==> src/rtl/fifo_pkg.sv <==
// Shared sizing constants for the transaction-layer FIFO controller.
// No logic; no latency; no backpressure.
// Consumers import fifo_pkg::* for defaults and the count width helper.
package fifo_pkg;

   localparam int FIFO_DEPTH      = 8;
   localparam int FIFO_ADDR_WIDTH = 8;
   localparam int FIFO_CNT_WIDTH  = 9;

   // Minimum width able to hold the values 0..depth inclusive.
   function automatic int cnt_width(input int depth);
      return $clog2(depth + 1);
   endfunction

endpackage

==> src/rtl/fifo_ptr.sv <==
// Wrap-at-DEPTH address pointer, advanced by one on each inc.
// Latency: registered, new value visible the cycle after inc.
// Backpressure: none; the caller gates inc with its accept condition.
module fifo_ptr #(
   parameter int DEPTH      = 8,
   parameter int ADDR_WIDTH = 8
) (
   input  logic                  clk,
   input  logic                  reset,
   input  logic                  inc,
   output logic [ADDR_WIDTH-1:0] ptr
);

   localparam logic [ADDR_WIDTH-1:0] LAST = ADDR_WIDTH'(DEPTH - 1);

   always_ff @(posedge clk) begin
      if (reset) begin
         ptr <= '0;
      end else if (inc) begin
         ptr <= (ptr == LAST) ? '0 : ptr + 1'b1;
      end
   end

endmodule

==> src/rtl/fifo_control.sv <==
// Pointer, occupancy and flag controller driving the memoria storage block.
// Latency: enables combinational, pointers/count registered, data_valid one cycle after read.
// Backpressure: push refused when full unless popped in the same cycle; pop refused when empty.
module fifo_control
   import fifo_pkg::*;
#(
   parameter int DEPTH      = FIFO_DEPTH,
   parameter int ADDR_WIDTH = FIFO_ADDR_WIDTH,
   parameter int CNT_WIDTH  = FIFO_CNT_WIDTH
) (
   input  logic                  clk,
   input  logic                  reset,
   input  logic                  push,
   input  logic                  pop,
   input  logic [CNT_WIDTH-1:0]  af_thresh,
   input  logic [CNT_WIDTH-1:0]  ae_thresh,
   output logic                  write_enable,
   output logic                  read_enable,
   output logic [ADDR_WIDTH-1:0] wr_ptr,
   output logic [ADDR_WIDTH-1:0] rd_ptr,
   output logic [CNT_WIDTH-1:0]  count,
   output logic                  full,
   output logic                  empty,
   output logic                  almost_full,
   output logic                  almost_empty,
   output logic                  error,
   output logic                  data_valid
);

   generate
      if (CNT_WIDTH < cnt_width(DEPTH)) begin : g_bad_cnt_width
         $error("fifo_control: CNT_WIDTH too narrow for DEPTH");
      end
   endgenerate

   localparam logic [CNT_WIDTH-1:0] CNT_FULL = CNT_WIDTH'(DEPTH);

   assign full         = (count == CNT_FULL);
   assign empty        = (count == '0);
   assign almost_full  = (count >= af_thresh);
   assign almost_empty = (count <= ae_thresh);

   // A pop frees the slot the simultaneous push lands in, so full does not block it.
   assign read_enable  = pop & ~empty & ~reset;
   assign write_enable = push & (~full | pop) & ~reset;

   fifo_ptr #(
      .DEPTH      (DEPTH),
      .ADDR_WIDTH (ADDR_WIDTH)
   ) u_wr_ptr (
      .clk   (clk),
      .reset (reset),
      .inc   (write_enable),
      .ptr   (wr_ptr)
   );

   fifo_ptr #(
      .DEPTH      (DEPTH),
      .ADDR_WIDTH (ADDR_WIDTH)
   ) u_rd_ptr (
      .clk   (clk),
      .reset (reset),
      .inc   (read_enable),
      .ptr   (rd_ptr)
   );

   always_ff @(posedge clk) begin
      if (reset) begin
         count <= '0;
      end else begin
         case ({write_enable, read_enable})
            2'b10:   count <= count + 1'b1;
            2'b01:   count <= count - 1'b1;
            default: count <= count;
         endcase
      end
   end

   always_ff @(posedge clk) begin
      if (reset) begin
         error      <= 1'b0;
         data_valid <= 1'b0;
      end else begin
         if ((push & full & ~pop) | (pop & empty)) begin
            error <= 1'b1;
         end
         data_valid <= read_enable;
      end
   end

endmodule

==> config.mk <==
export PLATFORM = sky130hd
export DESIGN_NAME = fifo_control
export DESIGN_NICKNAME = d
export VERILOG_FILES = /design/src/rtl/fifo_pkg.sv /design/src/rtl/fifo_ptr.sv /design/src/rtl/fifo_control.sv
export SDC_FILE = /design/constraint.sdc
export NUM_CORES = 1
export LEC_CHECK = 0
export CORE_AREA = 3 3 70 72
export CTS_BUF_LIST = sky130_fd_sc_hd__clkbuf_2
export DETAILED_ROUTE_END_ITERATION = 7
export DIE_AREA = 0 0 73 75
export GPL_ROUTABILITY_DRIVEN = 0
export GPL_TIMING_DRIVEN = 0
export PLACE_DENSITY = 0.74
export SLEW_MARGIN = 25
export SYNTH_ARGS = -nofsm -noshare
export SYNTH_HDL_FRONTEND = slang
export SYNTH_HIERARCHICAL = 1
export SYNTH_SLANG_ARGS = --single-unit
==> constraint.sdc <==
create_clock -name clk -period 7.2 [get_ports clk]
set_input_delay 1.08 -clock clk [delete_from_list [all_inputs] [get_ports clk]]
set_output_delay 1.08 -clock clk [all_outputs]
set_load 0.05 [all_outputs]
==> run_results.csv, run 1 <==
group,metric,value,unit
status,status,"completed",
timing,worstMarginPinSlew,0.539,ns
synth,synth-async-reset-ratio,0,%
timing,fin_crit,4.55,ns
timing,setup-tns-final,0,ns
grt,track_usage,16.0,%
drt,firstDrtPassIters,4,
timing,setup_violations,0,
synth,synth_compound_area_share,16.6,%
synth,postSynthRegisterBits,27,
min_path,hold_class,"register to register",
flow_run,cap_violations,0,
timing,finalMaxSlewViolations,0,
pwr,power,0.000482,W
timing,grt_setup_unrepaired,"false",
critical_path,cp-start-kind,"input pin",
critical_path,worstSetupEndpointType,"primary output",
critical_path,cpMostUsedCell,"clkdlybuf4s50_1",
clocking,numClockSinks,27,
synth,synth_flop_cell,"dfxtp_1",
drt,routed-wl-met3,154,um
synth,syn-instance-count,230,
floorplanning,rows,24,
synth,synth_nets,281,
clocking,cts_buffer_depth,2,
place,placed_area,0.00254,sq mm
critical_path,crit_path_cell_trace,"clkdlybuf4s50_1 -> clkbuf_1 -> buf_1 -> nor3_1 -> clkdlybuf4s50_1",
clocking,postCtsSetupBuffers,0,
critical_path,path_class,"input pin to primary output",
critical_path,path_buf_inv,4,
clocking,cts-buffers-inserted,3,
layout,diodes,0,
grt,grt_pass1_vias,1589,
timing,fmax,220,MHz
timing,finalClockSkew,0.00677,ns
clocking,cts_max_level,1,
drt,drt-initial-drc-count,56,
place,portBuffers,54,
drt,vias,1791,
clocking,cts_resized,0,
drt,routed.top_layer,"met4",
pwr,vdd_drop_max,0.145,mV
synth,synth_xor_area_share,5.89,%
synth,synth_adder_area_share,19.1,%
grt,grt_pass1_wl,7050,um
clocking,clk_latency,0.38,ns
grt,antenna_found_initial,0,
drt,avgViaCountPerCell,5.27,
layout,n_fill_cell,392,
floorplanning,die_y,75,um
critical_path,crit_family,"buffers and inverters",
floorplanning,die_w,73,um
synth,synth.distinct_cells,38,
synth,synth_edf_count,0,
synth,yosys_warnings,6,
drt,wl,4300,um
critical_path,path_max_fanout,10,
floorplanning,core,0.00435,sq mm
layout,area_growth,32.5,%
synth,yosys.area_share.simple,20.4,%
critical_path,critPathSlowestCell,"clkdlybuf4s50_1",
layout,register_area,541,sq um
timing,fin_crit_sh,63.2,%
critical_path,slowest_delay,0.88,ns
pwr,p_leak,1.18,nW
timing,hold_viol_final,0,
pwr,pwr_density_cell,188,mW/mm^2
grt,grt_max_degree,17,
synth,syn-cell-area,0.00193,sq mm
layout,drive_above_1_share,4.51,%
layout,stdcell_area,0.00256,sq mm
floorplanning,dieArea,0.00548,sq mm
floorplanning,io_pins,55,
synth,synth-seq-area-share,27.9,%
floorplanning,start_util,44.4,%
drt,wl_met2,2060,um
synth,syn_avg_cell_area,8.41,sq um
layout,multi_input_area,0.00127,sq mm
drt,antenna_left,0,
drt,m1WireLength,2030,um
drt,routedWlPerCell,12.6,um
layout,nets,340,
synth,synth.area.mux_share,3.88,%
clocking,ctsHoldBuffers,0,
synth,synth_top_family_by_area,"simple AND/OR/NAND/NOR gates",
critical_path,required,6.12,ns
place,hpwl,3500,um
timing,max_slew_margin,64.0,%
clocking,cts_root_buffer,"clkbuf_2",
critical_path,arrival,3.47,ns
grt,grt_overflow,0,
clocking,cts_tree,"built",
drt,drcViolationCount,0,
clocking,path_clk_slew,0.27,ns
-- layout by cell type (no fill, tap or decap), types with 2 or more instances in the layout --
cell type | Yosys | routed
xnor2_1 | 4 | 4
dfxtp_1 | 27 | 27
buf_2 | 2 | 2
clkbuf_2 | 0 | 3
nand4_1 | 10 | 10
xor2_1 | 9 | 9
nor2b_1 | 3 | 3
buf_1 | 2 | 2
nor4b_1 | 2 | 2
nand2_1 | 10 | 10
a21oi_1 | 16 | 16
o21ai_0 | 12 | 12
or4_4 | 2 | 2
a21o_1 | 6 | 6
clkdlybuf4s50_1 | 0 | 54
mux2i_1 | 6 | 6
o21a_1 | 2 | 2
or3_1 | 7 | 7
a31oi_1 | 2 | 2
nand3_1 | 8 | 8
inv_1 | 26 | 26
or4_1 | 2 | 2
ha_1 | 28 | 28
nor2_1 | 21 | 21
o31ai_4 | 2 | 2
nor3_1 | 7 | 7
-- state kept, by name, summed over array words and instances (netlist names) --
name and cells:
count 9, u_rd_ptr/ptr 8, error 1, data_valid 1, u_wr_ptr/ptr 8
-- worst register-to-register path: cells and delay by family, from the launching register on --
family | cells | cell delay, ns
mux | 1 | 0.31
simple gates | 4 | 1.25
fa+ha+maj | 2 | 0.83
flops | 1 | 0.44
compound gates | 4 | 0.81
-- cell type report --
| class | count | share of cell area, % |
|---|---|---|
| Buffer | 5 | 0.830 |
| Multi-Input combinational cell | 172 | 49.8 |
| Timing Repair Buffer | 54 | 21.1 |
| Tap cell | 52 | 2.54 |
| Sequential cell | 27 | 21.1 |
| Clock buffer | 3 | 0.586 |
| Clock inverter | 1 | 0.293 |
| Inverter | 26 | 3.81 |
-- logic make-up after synthesis --
group,after synthesis
buf+inv,31
simple gates,75
flops,27
mux,7
compound gates,48
fa+ha+maj,29
xor+xnor,13
-- where the power goes --
part,internal [W],switching [W]
Combinational,0.0000936,0.000147
Sequential,0.000162,0.0000178
Clock,0.0000129,0.0000489
Total,0.000268,0.000214
-- layer usage --
layer  up-vias  global-route usage (%)
li1        942                       -
met1       810                    21.1
met2        34                    27.5
met3         5                    1.60
met4         0                    5.53
met5         -                       0
-- synthesized netlist by cell type, types with 7 or more instances --
| library cell | number | area [sq um] |
|---|---|---|
| nor3_1 | 7 | 35.0 |
| dfxtp_1 | 27 | 541 |
| nand4_1 | 10 | 62.6 |
| inv_1 | 26 | 97.6 |
| ha_1 | 28 | 350 |
| nand2_1 | 10 | 37.5 |
| xor2_1 | 9 | 78.8 |
| o21ai_0 | 12 | 60.1 |
| nand3_1 | 8 | 40.0 |
| or3_1 | 7 | 43.8 |
| nor2_1 | 21 | 78.8 |
| a21oi_1 | 16 | 80.1 |
-- worst paths after layout --
check / slack [ns] / end / depth (start not counted) / startpoint
worst max-delay path: 2.65 / read_enable / 5 / reset
worst min-delay path: 0.54 / u_wr_ptr/ptr[7]$_SDFFE_PP0P_ / 2 / u_wr_ptr/ptr[7]$_SDFFE_PP0P_
worst max register to register: 3.50 / count[8]$_SDFFE_PP0P_ / 11 / count[2]$_SDFFE_PP0P_
worst min register to register: 0.54 / u_wr_ptr/ptr[7]$_SDFFE_PP0P_ / 2 / u_wr_ptr/ptr[7]$_SDFFE_PP0P_
-- per-stage QoR --
stage | utilization, % | hold WS [ns] | std cells | setup slack [ns]
final | 58.9 | 0.535 | 340 | 2.65
after global routing | 58.9 | 0.565 | 340 | 2.54
after CTS | 58.9 | 0.531 | 340 | 2.65
after detailed placement | 58.3 | 0.501 | 336 | 2.42
after global placement | 58.3 | 0.478 | 336 | 2.46
after floorplan | - | 0.723 | 230 | 2.09
Power figures use the tool's default switching activity.
==> run 2: changes to the inputs <==
==> constraint.sdc (replaced) <==
create_clock -name clk -period 4.58 [get_ports clk]
set_input_delay 0.687 -clock clk [delete_from_list [all_inputs] [get_ports clk]]
set_output_delay 0.687 -clock clk [all_outputs]
set_load 0.05 [all_outputs]
==> run_results.csv, run 2 (synthesis gave the netlist of run 1 again) <==
group,metric,value,unit
layout,area_growth,32.7,%
floorplanning,io_pins,55,
grt,grt_overflow,0,
status,status,"completed",
pwr,p_leak,1.18,nW
floorplanning,dieArea,0.00548,sq mm
grt,grt_max_degree,17,
layout,reg.largest.list,"count (9), u_rd_ptr/ptr (8), u_wr_ptr/ptr (8)",
timing,fmax,249,MHz
critical_path,cpMostUsedCell,"ha_1",
clocking,numClockSinks,27,
timing,max_slew_margin,66.1,%
critical_path,path_max_fanout,10,
layout,top_register,"count",
critical_path,required,4.89,ns
place,place_inst,336,
clocking,ctsHoldBuffers,0,
timing,finalClockSkew,0.00604,ns
timing,worstMarginPinSlew,0.507,ns
critical_path,critPathSlowestCell,"clkdlybuf4s50_1",
grt,antenna_found_initial,0,
timing,setup_violations,0,
drt,drcViolationCount,0,
layout,diodes,0,
min_path,hp-start,"u_wr_ptr/ptr[7]$_SDFFE_PP0P_",
clocking,cts-buffers-inserted,3,
timing,setup-tns-final,0,ns
critical_path,cp-start-kind,"input pin",
drt,drt-initial-drc-count,55,
grt,track_usage,16.2,%
layout,instances_no_fill,340,
critical_path,slowest_delay,0.65,ns
pwr,power,0.000760,W
grt,grt_pass1_wl,7210,um
clocking,clk_latency,0.37,ns
clocking,cts_tree,"built",
min_path,hold_class,"register to register",
min_path,worstHoldPathCells,2,
floorplanning,die_y,75,um
clocking,cts_root_buffer,"clkbuf_2",
layout,layout_commonest_cell,"clkdlybuf4s50_1",
critical_path,crit_path_cell_trace,"clkdlybuf4s50_1 -> clkbuf_1 -> buf_1 -> nor3_1 -> ha_1 -> ha_1 -> a21o_1 -> a31o_1 -> o21ai_1 -> or3b_1 -> mux2_4",
layout,layout_common_cells,"clkdlybuf4s50_1 (54), ha_1 (28), dfxtp_1 (27)",
clocking,cts_max_level,1,
floorplanning,rows,24,
timing,fin_crit,4.01,ns
timing,finalMaxSlewViolations,0,
clocking,cts_resized,0,
critical_path,crit_start,"reset",
layout,register_area,541,sq um
flow_run,cap_violations,0,
critical_path,arrival,4.32,ns
drt,routedWlPerCell,12.8,um
drt,vias,1794,
layout,stdcell_area,0.00257,sq mm
place,portBuffers,54,
layout,largest_register_ffs,9,
timing,hold_slack,0.519,ns
clocking,postCtsSetupBuffers,0,
pwr,vdd_drop_max,0.167,mV
place,hpwl,3410,um
drt,wl,4370,um
floorplanning,core,0.00435,sq mm
floorplanning,start_util,44.4,%
drt,antenna_left,0,
clocking,cts_buffer_depth,2,
timing,grt_setup_unrepaired,"false",
critical_path,r2r_cells,11,
drt,firstDrtPassIters,4,
layout,drive_above_1_share,4.86,%
pwr,pwr_density_cell,296,mW/mm^2
floorplanning,die_w,73,um
clocking,path_clk_slew,0.27,ns
place,placed_area,0.00254,sq mm
critical_path,worstSetupEndpointType,"register",
layout,multi_input_area,0.00128,sq mm
grt,grt_pass1_vias,1646,
critical_path,path_class,"input pin to register",
critical_path,r2r_start,"count[7]$_SDFFE_PP0P_",
timing,fin_crit_sh,87.6,%
layout,n_fill_cell,403,
timing,hold_viol_final,0,
layout,nets,340,
drt,avgViaCountPerCell,5.28,
run 2: cell types whose count changed in the layout (fill, tap and decap cells not counted):
cell / previous run / this run
nor3_1: 7 / 6
nor3_2: 0 / 1
run 2: path summary, 6_finish.rpt:
| kind | endpoint | slack (ns) |
|---|---|---|
| setup / recovery | count[8]$_SDFFE_PP0P_ | 0.57 |
| hold / removal | u_wr_ptr/ptr[7]$_SDFFE_PP0P_ | 0.52 |
| setup reg to reg | count[8]$_SDFFE_PP0P_ | 0.85 |
| hold reg to reg | u_wr_ptr/ptr[7]$_SDFFE_PP0P_ | 0.52 |
run 2: worst max-delay path: cells and delay by family:
family / cells / cell delay [ns]
compound gates: 3 / 0.56
fa+ha+maj: 2 / 0.79
buf+inv: 3 / 1.43
mux: 1 / 0.30
simple gates: 2 / 0.54
run 2: final cells by class:
cell class                 count  area share [%]
sequential                    27            21.1
clock inverter                 1           0.292
timing repair buffer          54            21.1
buffer                         5           0.828
tap                           52            2.53
inverter                      26            3.80
multi-input combinational    172            49.9
clock buffer                   3           0.585
run 2: per-layer routing:
layer / vias up / track usage (%) / share of wire (%)
met4: 0 / 3.69 / 0.66
li1: 936 / - / -
met5: - / 0 / 0
met1: 803 / 21.9 / 47
met2: 51 / 27.4 / 47
met3: 4 / 2.14 / 5.2
run 2: report_power, final:
part           leakage (nW)  internal, W  switching [W]
Sequential            0.219     0.000254      0.0000277
Clock                0.0126    0.0000202      0.0000761
Combinational         0.949     0.000149       0.000232
Total                  1.18     0.000424       0.000336
run 2: stage by stage:
stage	setup slack, ns	utilization, %
global placement	0.173	58.4
global route	0.341	59.0
detailed placement	0.134	58.4
CTS	0.562	59.0
finish	0.569	59.0
floorplan	0.129	-
